## src/rtl/unidade_controle_jogo_if.sv

```systemverilog
// Control/status bundle between the memory-game controller (master) and the
// datapath plus player inputs (slave).
interface unidade_controle_jogo_if;
  logic       iniciar;
  logic       jogada;
  logic       igual;
  logic       enderecoIgualLimite;
  logic       fimL;
  logic       zeraE;
  logic       contaE;
  logic       zeraL;
  logic       contaL;
  logic       zeraR;
  logic       registraR;
  logic       pronto;
  logic       acertou;
  logic       errou;
  logic       timeout;
  logic [3:0] db_estado;
  logic       db_timeout_ativo;

  modport master (
    input  iniciar, jogada, igual, enderecoIgualLimite, fimL,
    output zeraE, contaE, zeraL, contaL, zeraR, registraR,
    output pronto, acertou, errou, timeout, db_estado, db_timeout_ativo
  );

  modport slave (
    output iniciar, jogada, igual, enderecoIgualLimite, fimL,
    input  zeraE, contaE, zeraL, contaL, zeraR, registraR,
    input  pronto, acertou, errou, timeout, db_estado, db_timeout_ativo
  );
endinterface

```

## src/rtl/unidade_controle_jogo.sv

```systemverilog
// Moore controller for the memory game: sequences the E/L counters, play register and end flags.
// Macro JOGO_TIMEOUT_EN adds the per-play timeout counter and the fim_timeout state.
module unidade_controle_jogo #(
  parameter int TIMEOUT_CYCLES = 3000,
  parameter int TIMEOUT_W      = 16
) (
  input  logic                    clock,
  input  logic                    reset,
  unidade_controle_jogo_if.master io_ctl
);

  typedef enum logic [3:0] {
    INICIAL        = 4'h0,
    PREPARACAO     = 4'h1,
    INICIO_RODADA  = 4'h2,
    ESPERA_JOGADA  = 4'h3,
    REGISTRA       = 4'h4,
    COMPARACAO     = 4'h5,
    PROXIMA_JOGADA = 4'h6,
    PROXIMA_RODADA = 4'h7,
    FIM_ACERTOU    = 4'hA,
    FIM_TIMEOUT    = 4'hD,
    FIM_ERROU      = 4'hE
  } estado_t;

  estado_t r_estado;
  estado_t w_estado_prox;

  logic r_zeraE;
  logic r_contaE;
  logic r_zeraL;
  logic r_contaL;
  logic r_zeraR;
  logic r_registraR;
  logic r_pronto;
  logic r_acertou;
  logic r_errou;
  logic r_timeout;
  logic r_db_timeout_ativo;

  if (TIMEOUT_CYCLES < 2 || TIMEOUT_CYCLES > 65535 || TIMEOUT_W < 1 ||
      ((TIMEOUT_CYCLES - 1) >> TIMEOUT_W) != 0) begin : g_parametros_invalidos
    $error("unidade_controle_jogo: TIMEOUT_CYCLES/TIMEOUT_W out of range");
  end

`ifdef JOGO_TIMEOUT_EN
  localparam logic [TIMEOUT_W-1:0] L_ULTIMO_CICLO = TIMEOUT_W'(TIMEOUT_CYCLES - 1);

  logic [TIMEOUT_W-1:0] r_contador;
  logic                 w_fim_contagem;

  assign w_fim_contagem = (r_contador == L_ULTIMO_CICLO);

  // Counts only while staying in espera_jogada, so every entry starts from zero.
  always_ff @(posedge clock or negedge reset) begin
    if (!reset) begin
      r_contador <= '0;
    end else if (r_estado == ESPERA_JOGADA && w_estado_prox == ESPERA_JOGADA) begin
      if (r_contador != '1) begin
        r_contador <= r_contador + TIMEOUT_W'(1);
      end
    end else begin
      r_contador <= '0;
    end
  end
`endif

  always_comb begin
    w_estado_prox = r_estado;
    case (r_estado)
      INICIAL: begin
        if (io_ctl.iniciar) begin
          w_estado_prox = PREPARACAO;
        end
      end
      PREPARACAO:     w_estado_prox = INICIO_RODADA;
      INICIO_RODADA:  w_estado_prox = ESPERA_JOGADA;
      ESPERA_JOGADA: begin
        // A play arriving on the terminal count still wins over the timeout.
        if (io_ctl.jogada) begin
          w_estado_prox = REGISTRA;
        end
`ifdef JOGO_TIMEOUT_EN
        else if (w_fim_contagem) begin
          w_estado_prox = FIM_TIMEOUT;
        end
`endif
      end
      REGISTRA:       w_estado_prox = COMPARACAO;
      COMPARACAO: begin
        if (!io_ctl.igual) begin
          w_estado_prox = FIM_ERROU;
        end else if (!io_ctl.enderecoIgualLimite) begin
          w_estado_prox = PROXIMA_JOGADA;
        end else if (!io_ctl.fimL) begin
          w_estado_prox = PROXIMA_RODADA;
        end else begin
          w_estado_prox = FIM_ACERTOU;
        end
      end
      PROXIMA_JOGADA: w_estado_prox = ESPERA_JOGADA;
      PROXIMA_RODADA: w_estado_prox = INICIO_RODADA;
      FIM_ACERTOU, FIM_ERROU: begin
        if (io_ctl.iniciar) begin
          w_estado_prox = PREPARACAO;
        end
      end
`ifdef JOGO_TIMEOUT_EN
      FIM_TIMEOUT: begin
        if (io_ctl.iniciar) begin
          w_estado_prox = PREPARACAO;
        end
      end
`endif
      default:        w_estado_prox = INICIAL;
    endcase
  end

  // Outputs are decoded from the next state so they line up with the state register.
  always_ff @(posedge clock or negedge reset) begin
    if (!reset) begin
      r_estado           <= INICIAL;
      r_zeraE            <= 1'b0;
      r_contaE           <= 1'b0;
      r_zeraL            <= 1'b0;
      r_contaL           <= 1'b0;
      r_zeraR            <= 1'b0;
      r_registraR        <= 1'b0;
      r_pronto           <= 1'b0;
      r_acertou          <= 1'b0;
      r_errou            <= 1'b0;
      r_timeout          <= 1'b0;
      r_db_timeout_ativo <= 1'b0;
    end else begin
      r_estado    <= w_estado_prox;
      r_zeraE     <= (w_estado_prox == PREPARACAO) || (w_estado_prox == INICIO_RODADA);
      r_contaE    <= (w_estado_prox == PROXIMA_JOGADA);
      r_zeraL     <= (w_estado_prox == PREPARACAO);
      r_contaL    <= (w_estado_prox == PROXIMA_RODADA);
      r_zeraR     <= (w_estado_prox == PREPARACAO);
      r_registraR <= (w_estado_prox == REGISTRA);
      r_acertou   <= (w_estado_prox == FIM_ACERTOU);
`ifdef JOGO_TIMEOUT_EN
      r_pronto           <= (w_estado_prox == FIM_ACERTOU) || (w_estado_prox == FIM_ERROU) ||
                            (w_estado_prox == FIM_TIMEOUT);
      r_errou            <= (w_estado_prox == FIM_ERROU) || (w_estado_prox == FIM_TIMEOUT);
      r_timeout          <= (w_estado_prox == FIM_TIMEOUT);
      r_db_timeout_ativo <= (w_estado_prox == ESPERA_JOGADA);
`else
      r_pronto           <= (w_estado_prox == FIM_ACERTOU) || (w_estado_prox == FIM_ERROU);
      r_errou            <= (w_estado_prox == FIM_ERROU);
      r_timeout          <= 1'b0;
      r_db_timeout_ativo <= 1'b0;
`endif
    end
  end

  assign io_ctl.zeraE            = r_zeraE;
  assign io_ctl.contaE           = r_contaE;
  assign io_ctl.zeraL            = r_zeraL;
  assign io_ctl.contaL           = r_contaL;
  assign io_ctl.zeraR            = r_zeraR;
  assign io_ctl.registraR        = r_registraR;
  assign io_ctl.pronto           = r_pronto;
  assign io_ctl.acertou          = r_acertou;
  assign io_ctl.errou            = r_errou;
  assign io_ctl.timeout          = r_timeout;
  assign io_ctl.db_estado        = r_estado;
  assign io_ctl.db_timeout_ativo = r_db_timeout_ativo;

endmodule

```

## src/flat_wrapper.sv

```systemverilog
// flat-port wrapper written by rule: the top's interface ports become plain ports
module unidade_controle_jogo_flat 
#(
  parameter int TIMEOUT_CYCLES = 3000,
  parameter int TIMEOUT_W      = 16
)
  (clock, reset, io_ctl_iniciar, io_ctl_jogada, io_ctl_igual, io_ctl_enderecoIgualLimite, io_ctl_fimL, io_ctl_zeraE, io_ctl_contaE, io_ctl_zeraL, io_ctl_contaL, io_ctl_zeraR, io_ctl_registraR, io_ctl_pronto, io_ctl_acertou, io_ctl_errou, io_ctl_timeout, io_ctl_db_estado, io_ctl_db_timeout_ativo);
  unidade_controle_jogo_if io_ctl_i ();
  input  logic clock;
  input  logic reset;
  input wire logic [$bits(io_ctl_i.iniciar)-1:0] io_ctl_iniciar;
  input wire logic [$bits(io_ctl_i.jogada)-1:0] io_ctl_jogada;
  input wire logic [$bits(io_ctl_i.igual)-1:0] io_ctl_igual;
  input wire logic [$bits(io_ctl_i.enderecoIgualLimite)-1:0] io_ctl_enderecoIgualLimite;
  input wire logic [$bits(io_ctl_i.fimL)-1:0] io_ctl_fimL;
  output wire logic [$bits(io_ctl_i.zeraE)-1:0] io_ctl_zeraE;
  output wire logic [$bits(io_ctl_i.contaE)-1:0] io_ctl_contaE;
  output wire logic [$bits(io_ctl_i.zeraL)-1:0] io_ctl_zeraL;
  output wire logic [$bits(io_ctl_i.contaL)-1:0] io_ctl_contaL;
  output wire logic [$bits(io_ctl_i.zeraR)-1:0] io_ctl_zeraR;
  output wire logic [$bits(io_ctl_i.registraR)-1:0] io_ctl_registraR;
  output wire logic [$bits(io_ctl_i.pronto)-1:0] io_ctl_pronto;
  output wire logic [$bits(io_ctl_i.acertou)-1:0] io_ctl_acertou;
  output wire logic [$bits(io_ctl_i.errou)-1:0] io_ctl_errou;
  output wire logic [$bits(io_ctl_i.timeout)-1:0] io_ctl_timeout;
  output wire logic [$bits(io_ctl_i.db_estado)-1:0] io_ctl_db_estado;
  output wire logic [$bits(io_ctl_i.db_timeout_ativo)-1:0] io_ctl_db_timeout_ativo;
  assign io_ctl_i.iniciar = io_ctl_iniciar;
  assign io_ctl_i.jogada = io_ctl_jogada;
  assign io_ctl_i.igual = io_ctl_igual;
  assign io_ctl_i.enderecoIgualLimite = io_ctl_enderecoIgualLimite;
  assign io_ctl_i.fimL = io_ctl_fimL;
  assign io_ctl_zeraE = io_ctl_i.zeraE;
  assign io_ctl_contaE = io_ctl_i.contaE;
  assign io_ctl_zeraL = io_ctl_i.zeraL;
  assign io_ctl_contaL = io_ctl_i.contaL;
  assign io_ctl_zeraR = io_ctl_i.zeraR;
  assign io_ctl_registraR = io_ctl_i.registraR;
  assign io_ctl_pronto = io_ctl_i.pronto;
  assign io_ctl_acertou = io_ctl_i.acertou;
  assign io_ctl_errou = io_ctl_i.errou;
  assign io_ctl_timeout = io_ctl_i.timeout;
  assign io_ctl_db_estado = io_ctl_i.db_estado;
  assign io_ctl_db_timeout_ativo = io_ctl_i.db_timeout_ativo;
  unidade_controle_jogo #(.TIMEOUT_CYCLES(TIMEOUT_CYCLES), .TIMEOUT_W(TIMEOUT_W)) u_core (.clock(clock), .reset(reset), .io_ctl(io_ctl_i));
endmodule
```

## config.mk

```make
export PLATFORM = sky130hd
export DESIGN_NAME = unidade_controle_jogo_flat
export DESIGN_NICKNAME = d
export VERILOG_FILES = /design/src/rtl/unidade_controle_jogo_if.sv /design/src/rtl/unidade_controle_jogo.sv /design/src/flat_wrapper.sv
export SDC_FILE = /design/constraint.sdc
export NUM_CORES = 1
export LEC_CHECK = 0
export BUFFER_PORTS_ARGS = -buffer_cell sky130_fd_sc_hd__buf_2
export CAP_MARGIN = 10
export CORE_MARGIN = 4
export CORE_UTILIZATION = 30
export DETAILED_ROUTE_END_ITERATION = 12
export GPL_ROUTABILITY_DRIVEN = 0
export PLACE_DENSITY_LB_ADDON = 0.25
export SETUP_SLACK_MARGIN = 0.02
export SYNTH_ARGS = -nofsm -noshare
export SYNTH_HDL_FRONTEND = slang
export SYNTH_SLANG_ARGS = --single-unit
export TNS_END_PERCENT = 10
```

## constraint.sdc

```tcl
create_clock -name clock -period 2.1 [get_ports clock]
set_clock_uncertainty 0.15 [all_clocks]
set_input_delay 0 -clock clock [delete_from_list [all_inputs] [get_ports clock]]
set_output_delay 0 -clock clock [all_outputs]
set_load 0.01 [all_outputs]
```

==> metrics.txt <==
CP Cell Sequence=nand4bb_1 > nor3_2 > dlygate4sd3_1; TritonCTS clock tree=yes; area growth from synthesis to final layout=29.39%; M2 GR Usage=16.12%; CTS clk-pin slew, worst paths=80 ps; min-delay worst type=input port to flop; Starting DRT DRC Count=3; outcome=finished, final reports clean; DR DRC count=0; first-pass GRT wire length=2014 um; EDFF count, synth=0; largest net degree at the start of global routing=14; syn avg cell area=10.20 um^2; DR WL/cell=11.32 um; design area=765.7 um^2; busiest grt layer=met2; Clock Latency Late Sink=270 ps; GRT Util Overall=10.46%; pwr dens=1204 nW/um^2; largest family of logic cells by synthesized area=simple AND/OR/NAND/NOR gates; Synth Area in Compound Gates=12.90%; peak supply drop=0.4558 mV; Fin. Hold Viols=0; unrepaired setup endpoints after global routing=no; Placement Setup Slack=347.9 ps; CP endpoint kind=flop; Max stage delay on crit path=570 ps; leak pwr=0.4021 nW; share of layout cells above drive strength 1=36.59%; worst setup margin=312.1 ps; port bufs=19; xor and xnor area share after synthesis=1.480%; antenna cells=0; Die ar.=2747 um^2; DP HPWL=890.2 um; via count=480; placed cell area=669.4 um^2; Die H=52.42 um; post-synthesis async set-or-reset flop share=100.0%; Worst EP arrival=1850 ps; Rel. slew slack=63.37%; core area=1802 um^2; sequential fraction of the synthesis area=50.74%; clock buffers created by TritonCTS=3; Worst Path Max Fanout=13; Largest delay share family, worst path=buffers and inverters; GR Layer Usage met1=11.05%; Congestion Overflow GR=0; setup violators final=0; Top FF cell, synth=dfrtp_1; vias per cell=4.486; Buf+Inv Stages, Crit Path=1; Bufs on Longest Clock Path=2; initial antenna violation count=0; Worst Setup Start Kind=flop; io pins=22; Initial Utilization=32.85%; Crit-path slowest cell=dlygate4sd3_1; Pins Over Slew Limit=0; adder-cell share of the synthesized area=0%; f_max=559.3 MHz; Synth Warn #=0; FP Rows=15; post-synthesis simple-gate area fraction=23.47%; type of the worst setup path=flop to flop; Post-layout nets=90; mux cell area share after synthesis=0%; vias in the first global route=481; Setup TNS Final=0 ps; Slew @ Worst Pin=547.6 ps; final hold slack=47.69 ps; postcts setup bufs=0; Root Buffer=clkbuf_4; Synth Cell Area=591.8 um^2; DRT Pass-1 Iters=3; worst path required time=2160 ps; crit share post-route=85.14%; Die Span X=52.42 um; met3 Usage GRT=3.419%; CTS sink count=12; Routed WL=1211 um; Max Cap Violations=0; post-synthesis register bit count=12; Mapped Cells=58; Antenna Nets Post-Route=0; Final min period=1788 ps; H-tree depth=1; count of different cell masters after synthesis=27; Post-CTS Resized=0
[power breakdown]
part           switching, mW  leakage (nW)  internal (mW)
sequential            0.0725         0.158          0.293
combinational          0.202         0.223          0.172
clock                 0.0776        0.0210          0.105
[cell families after synthesis]
| logic type | count (synthesis) |
|---|---|
| xor gates and xnor gates | 1 |
| other | 1 |
| AOI/OAI and AO/OA | 11 |
| buffers and inverters | 9 |
| and+or+nand+nor | 24 |
| DFF | 12 |
[per-layer routing]
metal | part of all wire [%] | routed length, um
met3 | 5.7 | 69
met2 | 47 | 574
met4 | 2.7 | 33
met1 | 44 | 533
met5 | 0 | 0
[cell usage after synthesis, types with 2 or more instances]
library cell	n	area (um^2)
dfrtp_1	12	300.3
nor2_1	6	22.52
nand2_1	5	18.77
buf_4	4	30.03
nor3_1	4	20.02
a21oi_1	2	10.01
buf_6	2	22.52
inv_1	2	7.510
nor3_2	2	20.02
o21ai_0	2	10.01
[cell usage in the layout (no fill, tap or decap), drive strengths merged, types with 2 or more instances in the layout]
master / synthesis / final
nor2: 6 / 6
dfrtp: 12 / 12
clkbuf: 0 / 4
nand2: 6 / 6
buf: 6 / 19
o21ai: 2 / 2
inv: 3 / 3
dlygate4sd3: 0 / 6
conb: 1 / 2
a21oi: 3 / 3
nor3: 6 / 6
[stage by stage]
step                instances  util [%]  power [mW]
floorplan                  59         -      0.6598
global placement           97     37.15      0.7376
detailed placement         97     37.15      0.7375
CTS                       107     42.50      0.9370
global route              107     42.50       1.003
finish                    107     42.50      0.9218
[final cells by class]
cell class | instances | area, um^2
fillers | 193 | 1036
flip-flops and latches | 12 | 300.3
multi-input cells | 38 | 231.5
repair buffers | 25 | 155.1
clock buffers | 4 | 36.28
well taps | 25 | 31.28
inverters | 3 | 11.26
[tightest hold or removal path, stage by stage]
cell	delay (ps)
buf_2	110
a31oi_1	150
or3_4	140
nor3_1	40
[flip-flops by register name, indices dropped and copies added, names as in the netlist]
signal / cells
u_core.io_ctl.acertou: 1
u_core.io_ctl.errou: 1
u_core.io_ctl.pronto: 1
u_core.io_ctl.zeraL: 1
u_core.io_ctl.registraR: 1
u_core.io_ctl.zeraE: 1
u_core.io_ctl.contaE: 1
u_core.io_ctl.db_estado: 4
u_core.io_ctl.contaL: 1
[path summary, 6_finish.rpt]
path / from / endpoint / slack, ps / depth (start not counted)
min in group asynchronous: reset / u_core.io_ctl.registraR / 630 / 3
max in group asynchronous: reset / u_core.io_ctl.db_estado[3] / 810 / 3
hold reg to reg: u_core.io_ctl.db_estado[0] / u_core.io_ctl.zeraL / 500 / 1
hold / removal: io_ctl_enderecoIgualLimite / u_core.io_ctl.acertou / 50 / 4
setup / recovery: u_core.io_ctl.db_estado[3] / u_core.io_ctl.contaL / 310 / 3
setup reg to reg: u_core.io_ctl.db_estado[3] / u_core.io_ctl.contaL / 310 / 3
[timing repair]
action	in CTS	in global routing
setup endpoints to repair	0	0
hold buffers	6	0
hold endpoints to repair	16	0
Note: power is estimated with default switching activity, not from simulation.
